`src/rtl/alu_reg_sequencer.sv`:
```
// Issue/writeback sequencer: 8x8 register file feeding the ALU, writes back Res and flags.
// Latency: accept at edge N, writeback at edge N+ALU_WAIT, done during the following cycle.
// Backpressure: instr_ready is low for the whole EXEC phase; instr_valid is ignored while busy.
module alu_reg_sequencer #(
   parameter int ALU_WAIT = 1,
   parameter int NREG     = 8
) (
   input  logic       clk,
   input  logic       rst_n,
   input  logic       instr_valid,
   output logic       instr_ready,
   input  logic [2:0] instr_op,
   input  logic [2:0] instr_rd,
   input  logic [2:0] instr_rs1,
   input  logic [2:0] instr_rs2,
   input  logic       ld_en,
   input  logic [2:0] ld_addr,
   input  logic [7:0] ld_data,
   input  logic [2:0] rd_addr,
   output logic [7:0] rd_data,
   output logic [2:0] Opcode,
   output logic [7:0] Op1,
   output logic [7:0] Op2,
   input  logic [7:0] Res,
   input  logic       C,
   input  logic       AC,
   input  logic       Z,
   input  logic       S,
   output logic [3:0] flags,
   output logic       busy,
   output logic       done
);

   localparam logic [0:0] IDLE      = 1'b0;
   localparam logic [0:0] EXEC      = 1'b1;
   localparam logic [3:0] WAIT_INIT = 4'(ALU_WAIT - 1);

   logic [0:0] state;
   logic [3:0] cnt;
   logic [2:0] rd_q;
   logic [7:0] rf [NREG];
   logic       accept;
   logic       wb;

   assign instr_ready = (state == IDLE) && rst_n;
   assign busy        = (state == EXEC);
   assign accept      = instr_valid && instr_ready;
   assign wb          = (state == EXEC) && (cnt == 4'd0);
   assign rd_data     = rf[rd_addr];

   always_ff @(posedge clk or negedge rst_n) begin
      if (!rst_n) begin
         state  <= IDLE;
         cnt    <= 4'd0;
         rd_q   <= 3'd0;
         Opcode <= 3'd0;
         Op1    <= 8'h00;
         Op2    <= 8'h00;
         flags  <= 4'd0;
         done   <= 1'b0;
      end else begin
         done <= 1'b0;
         case (state)
            IDLE: begin
               if (accept) begin
                  Opcode <= instr_op;
                  Op1    <= rf[instr_rs1];
                  Op2    <= rf[instr_rs2];
                  rd_q   <= instr_rd;
                  cnt    <= WAIT_INIT;
                  state  <= EXEC;
               end
            end
            EXEC: begin
               if (cnt != 4'd0) begin
                  cnt <= cnt - 4'd1;
               end else begin
                  flags <= {S, Z, AC, C};
                  done  <= 1'b1;
                  state <= IDLE;
               end
            end
            default: state <= IDLE;
         endcase
      end
   end

   // A writeback to the same register takes priority over a direct load.
   always_ff @(posedge clk or negedge rst_n) begin
      if (!rst_n) begin
         for (int i = 0; i < NREG; i++) rf[i] <= 8'h00;
      end else begin
         if (ld_en && !(wb && (ld_addr == rd_q))) rf[ld_addr] <= ld_data;
         if (wb) rf[rd_q] <= Res;
      end
   end

endmodule

```
`config.mk`:
```
export PLATFORM = sky130hd
export DESIGN_NAME = alu_reg_sequencer
export DESIGN_NICKNAME = d
export VERILOG_FILES = /design/src/rtl/alu_reg_sequencer.sv
export SDC_FILE = /design/constraint.sdc
export NUM_CORES = 1
export LEC_CHECK = 0
export ABC_AREA = 1
export CORE_ASPECT_RATIO = 1.25
export CORE_MARGIN = 3
export CORE_UTILIZATION = 59
export CTS_BUF_LIST = sky130_fd_sc_hd__clkbuf_4 sky130_fd_sc_hd__clkbuf_8
export DETAILED_ROUTE_END_ITERATION = 6
export PLACE_DENSITY = 0.83
export SLEW_MARGIN = 0
export SYNTH_ARGS = -nofsm -noshare
export SYNTH_HDL_FRONTEND = slang
export SYNTH_SLANG_ARGS = --single-unit
```
`constraint.sdc`:
```
create_clock -name clk -period 2.3 [get_ports clk]
set_input_delay 0.345 -clock clk [delete_from_list [all_inputs] [get_ports clk]]
set_output_delay 0.345 -clock clk [all_outputs]
set_load 0.05 [all_outputs]
```
==> impl_metrics.json <==
{
  "remaining_drc_errors": 8,
  "die_x_um": 102,
  "syn_inst": 1051,
  "cts-root-buf": "clkbuf_8",
  "tritoncts": "built",
  "nFillCells": 972,
  "postSynthAreaPerCell_um2": 6.42,
  "grt_pass1_wl_um": 33900,
  "wl_um": 21600,
  "hold_slack_ns": 0.0514,
  "crit_required_ns": 1.96,
  "clk-insertion-delay-late_ns": 0.38,
  "pre_cts_slack_ns": -0.0439,
  "yosysTopAreaCell": "dfrtp_1",
  "start_util_pct": 60.5,
  "yosysWarnings": 0,
  "critPathKind": "flip-flop to output pin",
  "fin_ws_ns": 0.114,
  "max_freq_mhz": 457,
  "slew_viol_final": 0,
  "rows": 43,
  "crit_path_end_kind": "output pin",
  "finalCritPeriodShare_pct": 95.0,
  "finalHoldViolations": 0,
  "cp_cell_sequence": "nor2_1, clkdlybuf4s50_1",
  "diodes": 0,
  "final_cells": 1231,
  "clock-sinks": 96,
  "die_h_um": 126,
  "ios": 76,
  "stdcell_area_um2": 7950,
  "critPathMaxStageDelay_ns": 0.82,
  "worst_pin_slew_ns": 0.658,
  "mostFrequentLayoutCells": "nand2_1 (235), nor2_1 (166), a21oi_1 (112)",
  "ys_ff_latch": 96,
  "worstPathArrival_ns": 1.84,
  "reg2regPathDepth": 9,
  "fin_crit_ns": 2.19,
  "skew_ns": 0.0138,
  "cp.depth": 2,
  "synth_area_leaders": "dfrtp_1 (36%), nand2_1 (13%), nor2_1 (9.2%)",
  "critPathBufInv": 1,
  "seq_area_frac_synth_pct": 35.6,
  "cp_top_family": "buffers and inverters",
  "cp-start-kind": "flip-flop",
  "worstHoldPathType": "primary input to async pin",
  "htreeDepth": 3,
  "startpoint": "busy$_DFF_PN0_",
  "portBuffers": 75,
  "path_clk_slew_ns": 0.10,
  "synth.distinct_cells": 23,
  "r2r_slack_ns": 0.23,
  "grt_setup_unrepaired": "no",
  "synth.cell_area_um2": 6740,
  "postCtsHoldBufs": 0,
  "post-route-util_pct": 71.4,
  "power_leakage_nw": 3.95,
  "setup-violations-final": 0,
  "synth_top_area_share_pct": 35.6,
  "clk_path_buf_depth": 2,
  "endpoint": "instr_ready",
  "track_usage_pct": 33.9,
  "drive_gt1_share_pct": 6.20,
  "routabilityCongestion": 1.01,
  "multi_input_area_um2": 3630,
  "max-slew-margin-rel_pct": 56.1,
  "ant_nets": 0,
  "cts_buffers": 9,
  "grt_max_degree": 58,
  "dp_hpwl_um": 15400,
  "violations": "design-rule violations",
  "core_um2": 11100,
  "critPathMaxFanout": 6,
  "rr_endpoint": "rf[50]$_DFF_PN0_",
  "vias_per_cell": 5.96,
  "antenna_found_initial": 0,
  "layout_commonest_cell": "nand2_1",
  "power_density_nw_per_um2": 1120,
  "outcome": "finished, violations left",
  "tns_ns": 0,
  "maxCapViolCount": 0,
  "drtIter0Drc": 747,
  "die-area_um2": 12800,
  "post_dp_cell_area_um2": 7680,
  "syn_nets": 1094,
  "crit_slowest_cell": "clkdlybuf4s50_1",
  "drt_pass1_iterations": 7,
  "power_mw": 8.87,
  "grt_overflow": 0,
  "vias": 7334,
  "register_area_um2": 2400,
  "grt_pass1_vias": 6535,
  "timing.rr.start": "cnt[0]$_DFFE_PN0P_",
  "wl_per_cell_um": 17.5,
  "placed_cells": 1215,
  "nets": 1135,
  "area_growth_pct": 17.9,
  "vdd_drop_max_v": 0.000602
}
[cell usage after synthesis (all sizes together)]
master  instances
inv           115
buf            35
o21ai         102
clkbuf         33
nand3          91
o211ai         40
a31oi           9
nand4           1
nand2         236
nand3b          9
nor2          170
dfrtp          96
or2             1
a21oi         112
ha              1
[worst min-delay path by stage]
stage                                      from                    end  slack (ns)
after floorplan                           rst_n     Op1[0]$_DFFE_PN0P_        0.05
after global placement    Opcode[1]$_DFFE_PN0P_  Opcode[1]$_DFFE_PN0P_        0.46
after detailed placement     Op1[2]$_DFFE_PN0P_     Op1[2]$_DFFE_PN0P_        0.47
after CTS                                 rst_n         done$_DFF_PN0_        0.07
after global routing                      rst_n         done$_DFF_PN0_        0.10
final                                     rst_n         done$_DFF_PN0_        0.05
[kinds of logic after synthesis]
group	after synthesis	synth area share, %
AOI/OAI and AO/OA	263	21.2
adders and majority gates	1	0.186
DFF	96	35.6
buffers and inverters	183	10.8
and+or+nand+nor	508	32.2
[layer usage]
metal / part of all wire, % / vias up / GRT usage (%)
met5: 0 / - / 0
met1: 39 / 3337 / 45.5
li1: - / 3486 / -
met2: 46 / 416 / 52.9
met3: 9.0 / 95 / 4.24
met4: 6.2 / 0 / 18.3
[area by class of cell]
class                   count  share of cell area (%)
multi-input cells         772                    45.7
inverters                 115                    5.43
clock buffers              12                    2.00
clock inverters             3                   0.818
flip-flops and latches     96                    30.2
repair buffers             98                    13.8
well taps                 135                    2.12
[state kept, by name, summed over array words and instances (netlist names)]
| signal | flops |
|---|---|
| Op2 | 8 |
| rf | 64 |
| cnt | 4 |
| busy | 1 |
| flags | 4 |
| done | 1 |
| Op1 | 8 |
| rd_q | 3 |
| Opcode | 3 |
[report_power, final]
part	internal, mW	switching [mW]	leakage, nW	total [mW]
logic	1.52	2.66	2.66	4.17
clock network	0.678	0.619	0.116	1.30
registers	2.51	0.887	1.17	3.40
[timing repair]
action | in CTS | in global routing
setup endpoints to repair | 1 | 8
pin swaps | 0 | 0
gates cloned | 0 | 1
setup buffers | 0 | 0
gates resized for setup | 1 | 5
endpoints found under the hold margin | 0 | 0
Power figures use the tool's default switching activity.
